$ cat config.mk
export PLATFORM = sky130hd
export DESIGN_NAME = ddr_rw_arbiter
export DESIGN_NICKNAME = d
export VERILOG_FILES = /design/src/rtl/ddr_arb_pkg.sv /design/src/rtl/ddr_frame_addr_gen.sv /design/src/rtl/ddr_rw_arbiter.sv
export SDC_FILE = /design/constraint.sdc
export NUM_CORES = 1
export LEC_CHECK = 0
export BUFFER_PORTS_ARGS = -buffer_cell sky130_fd_sc_hd__buf_2
export CAP_MARGIN = 20
export CORE_UTILIZATION = 35
export CTS_CLUSTER_DIAMETER = 30
export DETAILED_ROUTE_END_ITERATION = 7
export PLACE_DENSITY = 0.72
export SLEW_MARGIN = 40
export SYNTH_ARGS = -nofsm -noshare
export SYNTH_HDL_FRONTEND = slang
export SYNTH_SLANG_ARGS = --single-unit
$ cat constraint.sdc
create_clock -name ui_clk -period 1.5 [get_ports ui_clk]
set_input_delay 0.15 -clock ui_clk [delete_from_list [all_inputs] [get_ports ui_clk]]
set_output_delay 0.15 -clock ui_clk [all_outputs]
set_load 0.005 [all_outputs]
$ cat src/rtl/ddr_arb_pkg.sv
// rtl/ddr_arb_pkg.sv - shared state encodings and address-step constants for the DDR read/write arbiter
package ddr_arb_pkg;

    typedef enum logic [2:0] {
        ST_IDLE     = 3'd0,
        ST_ISSUE_WR = 3'd1,
        ST_WAIT_WR  = 3'd2,
        ST_ISSUE_RD = 3'd3,
        ST_WAIT_RD  = 3'd4
    } arb_state_e;

    // One 128-bit beat spans 8 app address units.
    localparam int BEAT_UNITS      = 8;
    localparam int DEF_BURST_LEN   = 64;
    localparam int DEF_FRAME_BEATS = 115200;
    localparam int BURST_STEP      = DEF_BURST_LEN * BEAT_UNITS;
    localparam int FRAME_SPAN      = DEF_FRAME_BEATS * BEAT_UNITS;

endpackage

$ cat src/rtl/ddr_frame_addr_gen.sv
// rtl/ddr_frame_addr_gen.sv - per-channel frame offset, wrap detect, pending frame sync and buffer select
module ddr_frame_addr_gen
    import ddr_arb_pkg::*;
#(
    parameter int                    ADDR_WIDTH = 28,
    parameter int                    STEP       = BURST_STEP,
    parameter int                    SPAN       = FRAME_SPAN,
    parameter logic [ADDR_WIDTH-1:0] BASE0      = '0,
    parameter logic [ADDR_WIDTH-1:0] BASE1      = '0
) (
    input  logic                  ui_clk,
    input  logic                  rst_n,
    input  logic                  busy_i,
    input  logic                  advance_i,
    input  logic                  sync_i,
    input  logic                  buf_load_i,
    input  logic                  buf_src_i,
    output logic [ADDR_WIDTH-1:0] addr_o,
    output logic                  wrap_o,
    output logic                  apply_o,
    output logic                  buf_o
);

    localparam logic [ADDR_WIDTH-1:0] STEP_A = ADDR_WIDTH'(STEP);
    localparam logic [ADDR_WIDTH-1:0] LAST_A = ADDR_WIDTH'(SPAN - STEP);

    logic [ADDR_WIDTH-1:0] off_q, off_d;
    logic                  pend_q, pend_d;
    logic                  buf_q, buf_d;
    logic                  pend_set;

    always_comb begin
        pend_set = pend_q | sync_i;
        wrap_o   = advance_i && (off_q == LAST_A);
        // A sync seen mid-burst waits for finish so the burst address never moves.
        apply_o  = pend_set && (advance_i || !busy_i);
        off_d    = off_q;
        pend_d   = pend_set;
        buf_d    = buf_q;
        if (advance_i) begin
            off_d = wrap_o ? '0 : off_q + STEP_A;
        end
        if (apply_o) begin
            off_d  = '0;
            pend_d = 1'b0;
        end
        if (buf_load_i) begin
            buf_d = buf_src_i;
        end
    end

    always_ff @(posedge ui_clk) begin
        if (!rst_n) begin
            off_q  <= '0;
            pend_q <= 1'b0;
            buf_q  <= 1'b0;
        end else begin
            off_q  <= off_d;
            pend_q <= pend_d;
            buf_q  <= buf_d;
        end
    end

    assign buf_o  = buf_q;
    assign addr_o = (buf_q ? BASE1 : BASE0) + off_q;

endmodule

$ cat src/rtl/ddr_rw_arbiter.sv
// rtl/ddr_rw_arbiter.sv - single-outstanding read/write burst arbiter with frame addressing; DDR_PINGPONG_EN enables double buffering
module ddr_rw_arbiter
    import ddr_arb_pkg::*;
#(
    parameter int                    ADDR_WIDTH  = 28,
    parameter int                    BURST_LEN   = DEF_BURST_LEN,
    parameter int                    FIFO_DEPTH  = 1024,
    parameter int                    FRAME_BEATS = DEF_FRAME_BEATS,
    parameter logic [ADDR_WIDTH-1:0] BASE_ADDR0  = '0,
    parameter logic [ADDR_WIDTH-1:0] BASE_ADDR1  = ADDR_WIDTH'(32'h0200000)
) (
    input  logic                  ui_clk,
    input  logic                  rst_n,
    input  logic                  init_calib_complete,
    input  logic [10:0]           wr_fifo_rdcnt,
    output logic                  wr_fifo_rd_en,
    input  logic [10:0]           rd_fifo_wrcnt,
    output logic                  rd_fifo_wr_en,
    input  logic                  wr_frame_sync,
    input  logic                  rd_frame_sync,
    output logic                  wr_burst_req,
    output logic [9:0]            wr_burst_len,
    output logic [ADDR_WIDTH-1:0] wr_burst_addr,
    input  logic                  wr_burst_data_req,
    input  logic                  wr_burst_finish,
    output logic                  rd_burst_req,
    output logic [9:0]            rd_burst_len,
    output logic [ADDR_WIDTH-1:0] rd_burst_addr,
    input  logic                  rd_burst_data_valid,
    input  logic                  rd_burst_finish,
    output logic                  rd_frame_ready
);

    localparam int          STEP   = BURST_LEN * BEAT_UNITS;
    localparam int          SPAN   = FRAME_BEATS * BEAT_UNITS;
    localparam logic [10:0] WR_MIN = 11'(BURST_LEN);
    localparam logic [10:0] RD_MAX = 11'(FIFO_DEPTH - BURST_LEN);

    arb_state_e state_q, state_d;
    logic       last_rd_q, last_rd_d;
    logic       ready_q, ready_d;
    logic       wr_ok, rd_ok, wr_busy, rd_busy, wr_adv, rd_adv;
    logic       wr_wrap, wr_apply, rd_wrap, rd_apply, wr_buf, rd_buf;
    logic       wr_load, wr_src, rd_load, rd_src;

    assign wr_ok   = wr_fifo_rdcnt >= WR_MIN;
    assign rd_ok   = ready_q && (rd_fifo_wrcnt <= RD_MAX);
    assign wr_busy = (state_q == ST_ISSUE_WR) || (state_q == ST_WAIT_WR);
    assign rd_busy = (state_q == ST_ISSUE_RD) || (state_q == ST_WAIT_RD);

    always_comb begin
        state_d   = state_q;
        last_rd_d = last_rd_q;
        wr_adv    = 1'b0;
        rd_adv    = 1'b0;
        ready_d   = ready_q | wr_wrap;
        case (state_q)
            ST_IDLE: begin
                if (init_calib_complete) begin
                    if (wr_ok && (!rd_ok || last_rd_q)) begin
                        state_d = ST_ISSUE_WR;
                    end else if (rd_ok) begin
                        state_d = ST_ISSUE_RD;
                    end
                end
            end
            ST_ISSUE_WR: state_d = ST_WAIT_WR;
            ST_WAIT_WR: begin
                if (wr_burst_finish) begin
                    wr_adv    = 1'b1;
                    last_rd_d = 1'b0;
                    state_d   = ST_IDLE;
                end
            end
            ST_ISSUE_RD: state_d = ST_WAIT_RD;
            ST_WAIT_RD: begin
                if (rd_burst_finish) begin
                    rd_adv    = 1'b1;
                    last_rd_d = 1'b1;
                    state_d   = ST_IDLE;
                end
            end
            default: state_d = ST_IDLE;
        endcase
    end

    always_ff @(posedge ui_clk) begin
        if (!rst_n) begin
            state_q   <= ST_IDLE;
            last_rd_q <= 1'b1;
            ready_q   <= 1'b0;
        end else begin
            state_q   <= state_d;
            last_rd_q <= last_rd_d;
            ready_q   <= ready_d;
        end
    end

`ifdef DDR_PINGPONG_EN
    // Buffer the writer just finished; the reader adopts it at its own frame boundary.
    logic wr_last_q;
    always_ff @(posedge ui_clk) begin
        if (!rst_n) begin
            wr_last_q <= 1'b0;
        end else if (wr_wrap) begin
            wr_last_q <= wr_buf;
        end
    end
    assign wr_load = wr_wrap;
    assign wr_src  = ~wr_buf;
    assign rd_load = rd_wrap | rd_apply;
    assign rd_src  = wr_last_q;
    logic unused_sig;
    assign unused_sig = ^{wr_apply, rd_buf};
`else
    assign wr_load = 1'b0;
    assign wr_src  = 1'b0;
    assign rd_load = 1'b0;
    assign rd_src  = 1'b0;
    logic unused_sig;
    assign unused_sig = ^{wr_apply, rd_buf, wr_buf, rd_wrap, rd_apply};
`endif

    ddr_frame_addr_gen #(
        .ADDR_WIDTH(ADDR_WIDTH), .STEP(STEP), .SPAN(SPAN),
        .BASE0(BASE_ADDR0), .BASE1(BASE_ADDR1)
    ) u_wr_addr (
        .ui_clk(ui_clk), .rst_n(rst_n), .busy_i(wr_busy), .advance_i(wr_adv),
        .sync_i(wr_frame_sync), .buf_load_i(wr_load), .buf_src_i(wr_src),
        .addr_o(wr_burst_addr), .wrap_o(wr_wrap), .apply_o(wr_apply), .buf_o(wr_buf)
    );

    ddr_frame_addr_gen #(
        .ADDR_WIDTH(ADDR_WIDTH), .STEP(STEP), .SPAN(SPAN),
        .BASE0(BASE_ADDR0), .BASE1(BASE_ADDR1)
    ) u_rd_addr (
        .ui_clk(ui_clk), .rst_n(rst_n), .busy_i(rd_busy), .advance_i(rd_adv),
        .sync_i(rd_frame_sync), .buf_load_i(rd_load), .buf_src_i(rd_src),
        .addr_o(rd_burst_addr), .wrap_o(rd_wrap), .apply_o(rd_apply), .buf_o(rd_buf)
    );

    assign wr_burst_req   = (state_q == ST_ISSUE_WR);
    assign rd_burst_req   = (state_q == ST_ISSUE_RD);
    assign wr_burst_len   = 10'(BURST_LEN);
    assign rd_burst_len   = 10'(BURST_LEN);
    assign wr_fifo_rd_en  = wr_burst_data_req;
    assign rd_fifo_wr_en  = rd_burst_data_valid;
    assign rd_frame_ready = ready_q;

endmodule

# [Word-level counts from Yosys, hierarchy flattened]
# Index checks and enable logic that the tools add are counted.
# W data, S select, Z words.
[totals] in_bits=31 ff_bits=63 out_inout_bits=81 elab_cells=60
[classes] magnitude_cmp=2 n_addsub=2 n_reduce_logical=20 bitwise=4 mux=15 eq_ne=10
[op_table] operator="$add A28 B10 Y28 const B" count=2
[op_table] operator="$eq A28 B20 Y1 const B" count=2
[op_table] operator="$mux W28" count=2
[op_table] operator="$mux W3" count=5
[op_table] operator="$pmux W3 S5" count=1
[op_table] operator="$ge A11 B7 Y1 const B" count=1
[op_table] operator="$le A11 B10 Y1 const B" count=1
[op_table] operator="$eq A3 B2 Y1 const B" count=2
[op_table] operator="$logic_and A1 B1 Y1" count=6
[op_table] operator="$mux W1" count=6
[op_table] operator="$ne A2 B2 Y1 const B" count=3
[op_table] operator="$logic_or A1 B1 Y1" count=5
[op_table] operator="$reduce_and A4 Y1" count=1
[op_table] operator="$reduce_or A2 Y1" count=2
[op_table] operator="$eq A3 B1 Y1 const B" count=1
[op_table] operator="$eq A3 B3 Y1 const B" count=1
[op_table] operator="$logic_not A1 Y1" count=3
[op_table] operator="$logic_not A3 Y1" count=1
[op_table] operator="$ne A3 B3 Y1 const B" count=1
[op_table] operator="$or A1 B1 Y1" count=3
[op_table] operator="$reduce_and A3 Y1" count=1
[op_table] operator="$pmux W1 S2" count=1
[op_table] operator="$reduce_bool A2 Y1" count=1
[op_table] operator="$not A1 Y1" count=1

# [Longest topological paths before layout]
[depth] word_depth=8 mapped_depth=8 depth_no_buf=6

# [Cells and area by module]
# From an unflattened synthesis, not the netlist that was laid out.
[unflattened] hier_cells=368 hier_area_um2=3085.5
[modules_own_cells] mod="ddr_frame_addr_gen" instances=2 seq_area_each_um2=420.4 area_each_um2=1262.5 cells_per_inst=150
[modules_own_cells] mod="ddr_rw_arbiter" instances=1 seq_area_each_um2=100.1 area_each_um2=560.5 cells_per_inst=68

# [Worst setup path before layout]
# No wires, ideal clock.
[synth_path] path_type="reg2reg" startpoint="register state_q[0]" endpoint="register u_wr_addr.off_q[21]" required_ps=1382 n_path_buf=1 path_slack_ps=-133 period_less_slack_ps=1633 t_arrival_ps=1515 path_stages_with_launch=7 setup_time_ps=118 path_cell_list="dfxtp_1 > buf_4 > nand4bb_4 > nor4_4 > nand4_1 > xor2_1 > nor2_4"
[synth_via] elab_chain_len=6 elab_cells_between_ends=10 classes_between="eq/ne (2); mux (2); reduce/logical (6)"
[synth_rtl] element="from (decl)" line="ddr_rw_arbiter.sv:39" text="arb_state_e state_q, state_d;"
[synth_rtl] element="from (signal assigned)" line="ddr_rw_arbiter.sv:93" text="state_q <= state_d;"
[synth_rtl] element="$eq A3 B1 Y1 or $eq A3 B2 Y1 (tied branches)" line="ddr_rw_arbiter.sv:48, ddr_rw_arbiter.sv:57"
[synth_rtl] element="$logic_or A1 B1 Y1" line="ddr_rw_arbiter.sv:48" text="assign wr_busy = (state_q == ST_ISSUE_WR) || (state_q == ST_WAIT_WR);"
[synth_rtl] element="$logic_not A1 Y1" line="ddr_frame_addr_gen.sv:36" text="apply_o = pend_set && (advance_i || !busy_i);"
[synth_rtl] element="$logic_or A1 B1 Y1" line="ddr_frame_addr_gen.sv:36"
[synth_rtl] element="$logic_and A1 B1 Y1" line="ddr_frame_addr_gen.sv:36"
[synth_rtl] element="$reduce_or A2 Y1 (no line)"
[synth_rtl] element="to (signal assigned)" line="ddr_frame_addr_gen.sv:54" text="off_q <= '0;"
[synth_rtl] element="to (signal assigned)" line="ddr_frame_addr_gen.sv:58" text="off_q <= off_d;"
[synth_rtl] element="to (decl)" line="ddr_frame_addr_gen.sv:27" text="logic [ADDR_WIDTH-1:0] off_q, off_d;"
# Parallel ways exist; a longest one is shown, timed or not.
# A chain may end at the register's enable or synchronous reset.

# [Worst setup path after layout]
[layout_path] startpoint="register state_q[1]" endpoint="register u_wr_addr.off_q[12]"
# Same word-level chain as after synthesis.

==> results by group <==
Route
  • Routed via count: 2538
  • DRT antenna net count: 0
  • Via density: 4.72
  • DRT Pass-1 Iters: 4
  • Final wirelength: 6.83 mm
  • Residual DRC count: 0
  • DRT iter0 DRCs: 75
  • Routed length per instance: approximately 13 um

Power
  • Pleak: 1.71 nW
  • VDD IR max: 0.480 mV
  • Pwr Total: 2.28 mW
  • Pwr Density: 587 nW/um2

Clock tree
  • CTS root buffer: clkbuf_8
  • Longest Clk Path Bufs: 2
  • H-tree depth: 2
  • Clock Pin Slew Worst Setup and Hold Paths: 0.08 ns
  • Hold-fix buffers, CTS: 0
  • Clk_lat worst skew: roughly 0.30 ns
  • CTS tree: yes
  • CTS Buf Count: 5
  • Clock Sinks: 45

Outcome
  • Failing checks: negative setup slack
  • Outcome: finished, violations left

Floorplanning
  • Die area: 8140 um2
  • Die H: 90.2 um
  • CORE AREA: 7410 um2
  • Initial Util: 0.368
  • Placement Rows: 31
  • Die W: around 90 um
  • Ports: between 100 and 150

Logic synthesis
  • Post-synth EDFFs: 0
  • FFs w/ async S/R, synth: 0
  • Mean Syn Cell Area: about 9.0 um2
  • Share of the synthesized area in the top cell type: 0.331
  • Synthesis-stage register bit count: between 40 and 50
  • Post-Synthesis Cell Area: 2730 um2
  • Sequential area share after synthesis: 0.331
  • Synth cell types: 53
  • Synth warn: 0
  • Top_reg_cell synth: dfxtp_1
  • Mapped Cells: about 300
  • Top post-synthesis cells by area: dfxtp_1, buf_4, xor2_1
  • Largest area contributor in the netlist: dfxtp_1

STA
  • Slew Limit Fails: 0
  • Fin crit period: ~1.7 ns
  • Clk_skew: 0.0115 ns
  • Max Clk Rate: 606 MHz
  • Final Hold Viols: 0
  • Final Cycle Share: 1.10
  • RSZ-0062 raised after global routing: yes
  • TNS Setup: -2.48 ns
  • Setup Viol. Count Final: 28
  • Final hold slack: 0.116 ns
  • Final worst slack: -0.151 ns

Global route
  • Gr ovfl total: 0
  • First-pass GRT wire length: 11.3 mm
  • Total Routing Usage GR: 0.169
  • Initial antenna violation count: 0
  • Largest net degree at the start of global routing: 18
  • Vias in the first global route: approximately 2500

Worst setup path
  • Reg-to-reg endpoint: u_wr_addr.off_q[12]
  • Worst R2R Setup Slack: -0.15 ns
  • Crit start category: flip-flop
  • Worst Setup End Kind: flip-flop
  • FF-to-FF path depth: 6
  • CP max FO: 17
  • Worst path required time: 1.73 ns
  • Crit path DAT: ~1.9 ns
  • Critical path type: flip-flop to flip-flop
  • Reg2reg start: state_q[1]

Finish
  • Antenna Cells: 0
  • Area Overhead vs Synth: 42.5%
  • Filler cells: between 600 and 700
  • Fin area: 3880 um2
  • Fraction of layout cells with a size suffix above 1: 0.487
  • Nets: between 400 and 500

Run
  • Maxcap violations: 0

Place
  • GP Congestion: about 0.84
  • Port bufs: 63
  • Post-DP HPWL: 4.77 mm
  • Post-DP Area: 3460 um2

Hold path
  • Hold path startpoint: wr_frame_sync
  • WHS Endpoint: u_wr_addr.pend_q
  • Hold Path Class: input port to flip-flop
  • Worst hold stages: 3
## cells by family after synthesis
kind of cell               share of synthesized area
other                                        0.00276
AOI/OAI and AO/OA                             0.0730
DFF                                            0.331
adders and majority gates                    0.00918
xor gates and xnor gates                      0.0932
muxes                                        0.00735
and+or+nand+nor                                0.341
buffers and inverters                          0.143
## state kept, by name, summed over array words and instances, names as in the netlist
name	cells
u_rd_addr.pend_q	1
u_rd_addr.off_q	19
rd_frame_ready	1
state_q	3
u_wr_addr.off_q	19
u_wr_addr.pend_q	1
last_rd_q	1
## worst max-delay path, stage by stage, from the launching register on
cell	delay, ns
dfxtp_4	0.42
or3b_1	0.38
a21oi_2	0.16
o21ai_2	0.06
or2_1	0.27
buf_12	0.18
nor2_1	0.11
## how the worst max path moves through the flow
stage,startpoint,to,slack [ns]
after floorplan,state_q[2],u_wr_addr.off_q[14],-0.09
after global placement,state_q[0],u_rd_addr.off_q[27],-0.16
after detailed placement,state_q[0],u_rd_addr.off_q[27],-0.25
after CTS,state_q[1],u_wr_addr.off_q[27],-0.16
after global routing,u_wr_addr.off_q[14],u_wr_addr.off_q[27],-0.21
final,state_q[1],u_wr_addr.off_q[12],-0.15
## final cells by class
class	instances	area, um2	share of cell area
multi-input combinational	243	1780	0.458
timing repair buffer	140	945	0.243
sequential	45	923	0.238
tap	99	124	0.0319
clock buffer	6	93.8	0.0242
inverter	4	15.0	0.00387
clock inverter	1	5.00	0.00129
## power breakdown
| part | switching [mW] | total (mW) | internal, mW |
|---|---|---|---|
| sequential | 0.0110 | 1.21 | 1.20 |
| clock | 0.433 | 0.851 | 0.418 |
| combinational | 0.119 | 0.223 | 0.104 |
## layer usage
| layer | up-vias | track usage | wire length [um] |
|---|---|---|---|
| li1 | 1238 | - | - |
| met5 | - | 0 | 0 |
| met1 | 1183 | 0.219 | 2910 |
| met4 | 0 | 0.0376 | 66 |
| met3 | 7 | 0.0279 | 403 |
| met2 | 110 | 0.295 | 3460 |
## cells in the mapped netlist (3+ instances only)
library cell	number
nand2_1	28
and2_1	3
nor2_4	10
nand3_1	9
xor2_1	20
nor2_1	37
a21oi_1	10
nor4_1	7
nor3_1	3
and4_1	6
and3_1	6
dfxtp_1	45
buf_4	43
nand4_1	9
inv_1	4
o21ai_0	4
nor4_4	3
xnor2_1	9
## metrics by stage
stage,setup slack (ns),cells,utilization
floorplan,-0.0892,339,-
global placement,-0.157,518,0.467
detailed placement,-0.246,518,0.467
CTS,-0.161,531,0.496
global route,-0.210,538,0.524
finish,-0.151,538,0.524
## cell usage in the layout (no fill, tap or decap), types with 3 or more instances in the layout
master    synthesis  layout
and3_1            6       5
nand2_1          28      26
inv_1             4       4
a21oi_1          10       5
xor2_2            0       3
buf_6             2       7
dfxtp_2           0       3
buf_4            43      68
nand4_1           9       9
dfxtp_4           0       5
conb_1            2      38
nor4_1            7       5
nand3_1           9       4
dfxtp_1          45      37
and4_1            6       6
a21oi_2           1       6
nand3_2           2       6
nor2_4           10      13
xnor2_1           9       7
xor2_1           20      17
nor2_1           37      34
nor4_4            3       3
and2_1            3       3
clkbuf_8          0       5
buf_2             0      63
## repair_timing
item / 4_1_cts / 5_1_grt
resized for setup: 15 / 39
pin swaps: 8 / 16
cloned: 1 / 0
setup buffers: 5 / 7
endpoints found under the setup margin: 33 / 40
Power figures use the tool's default switching activity.
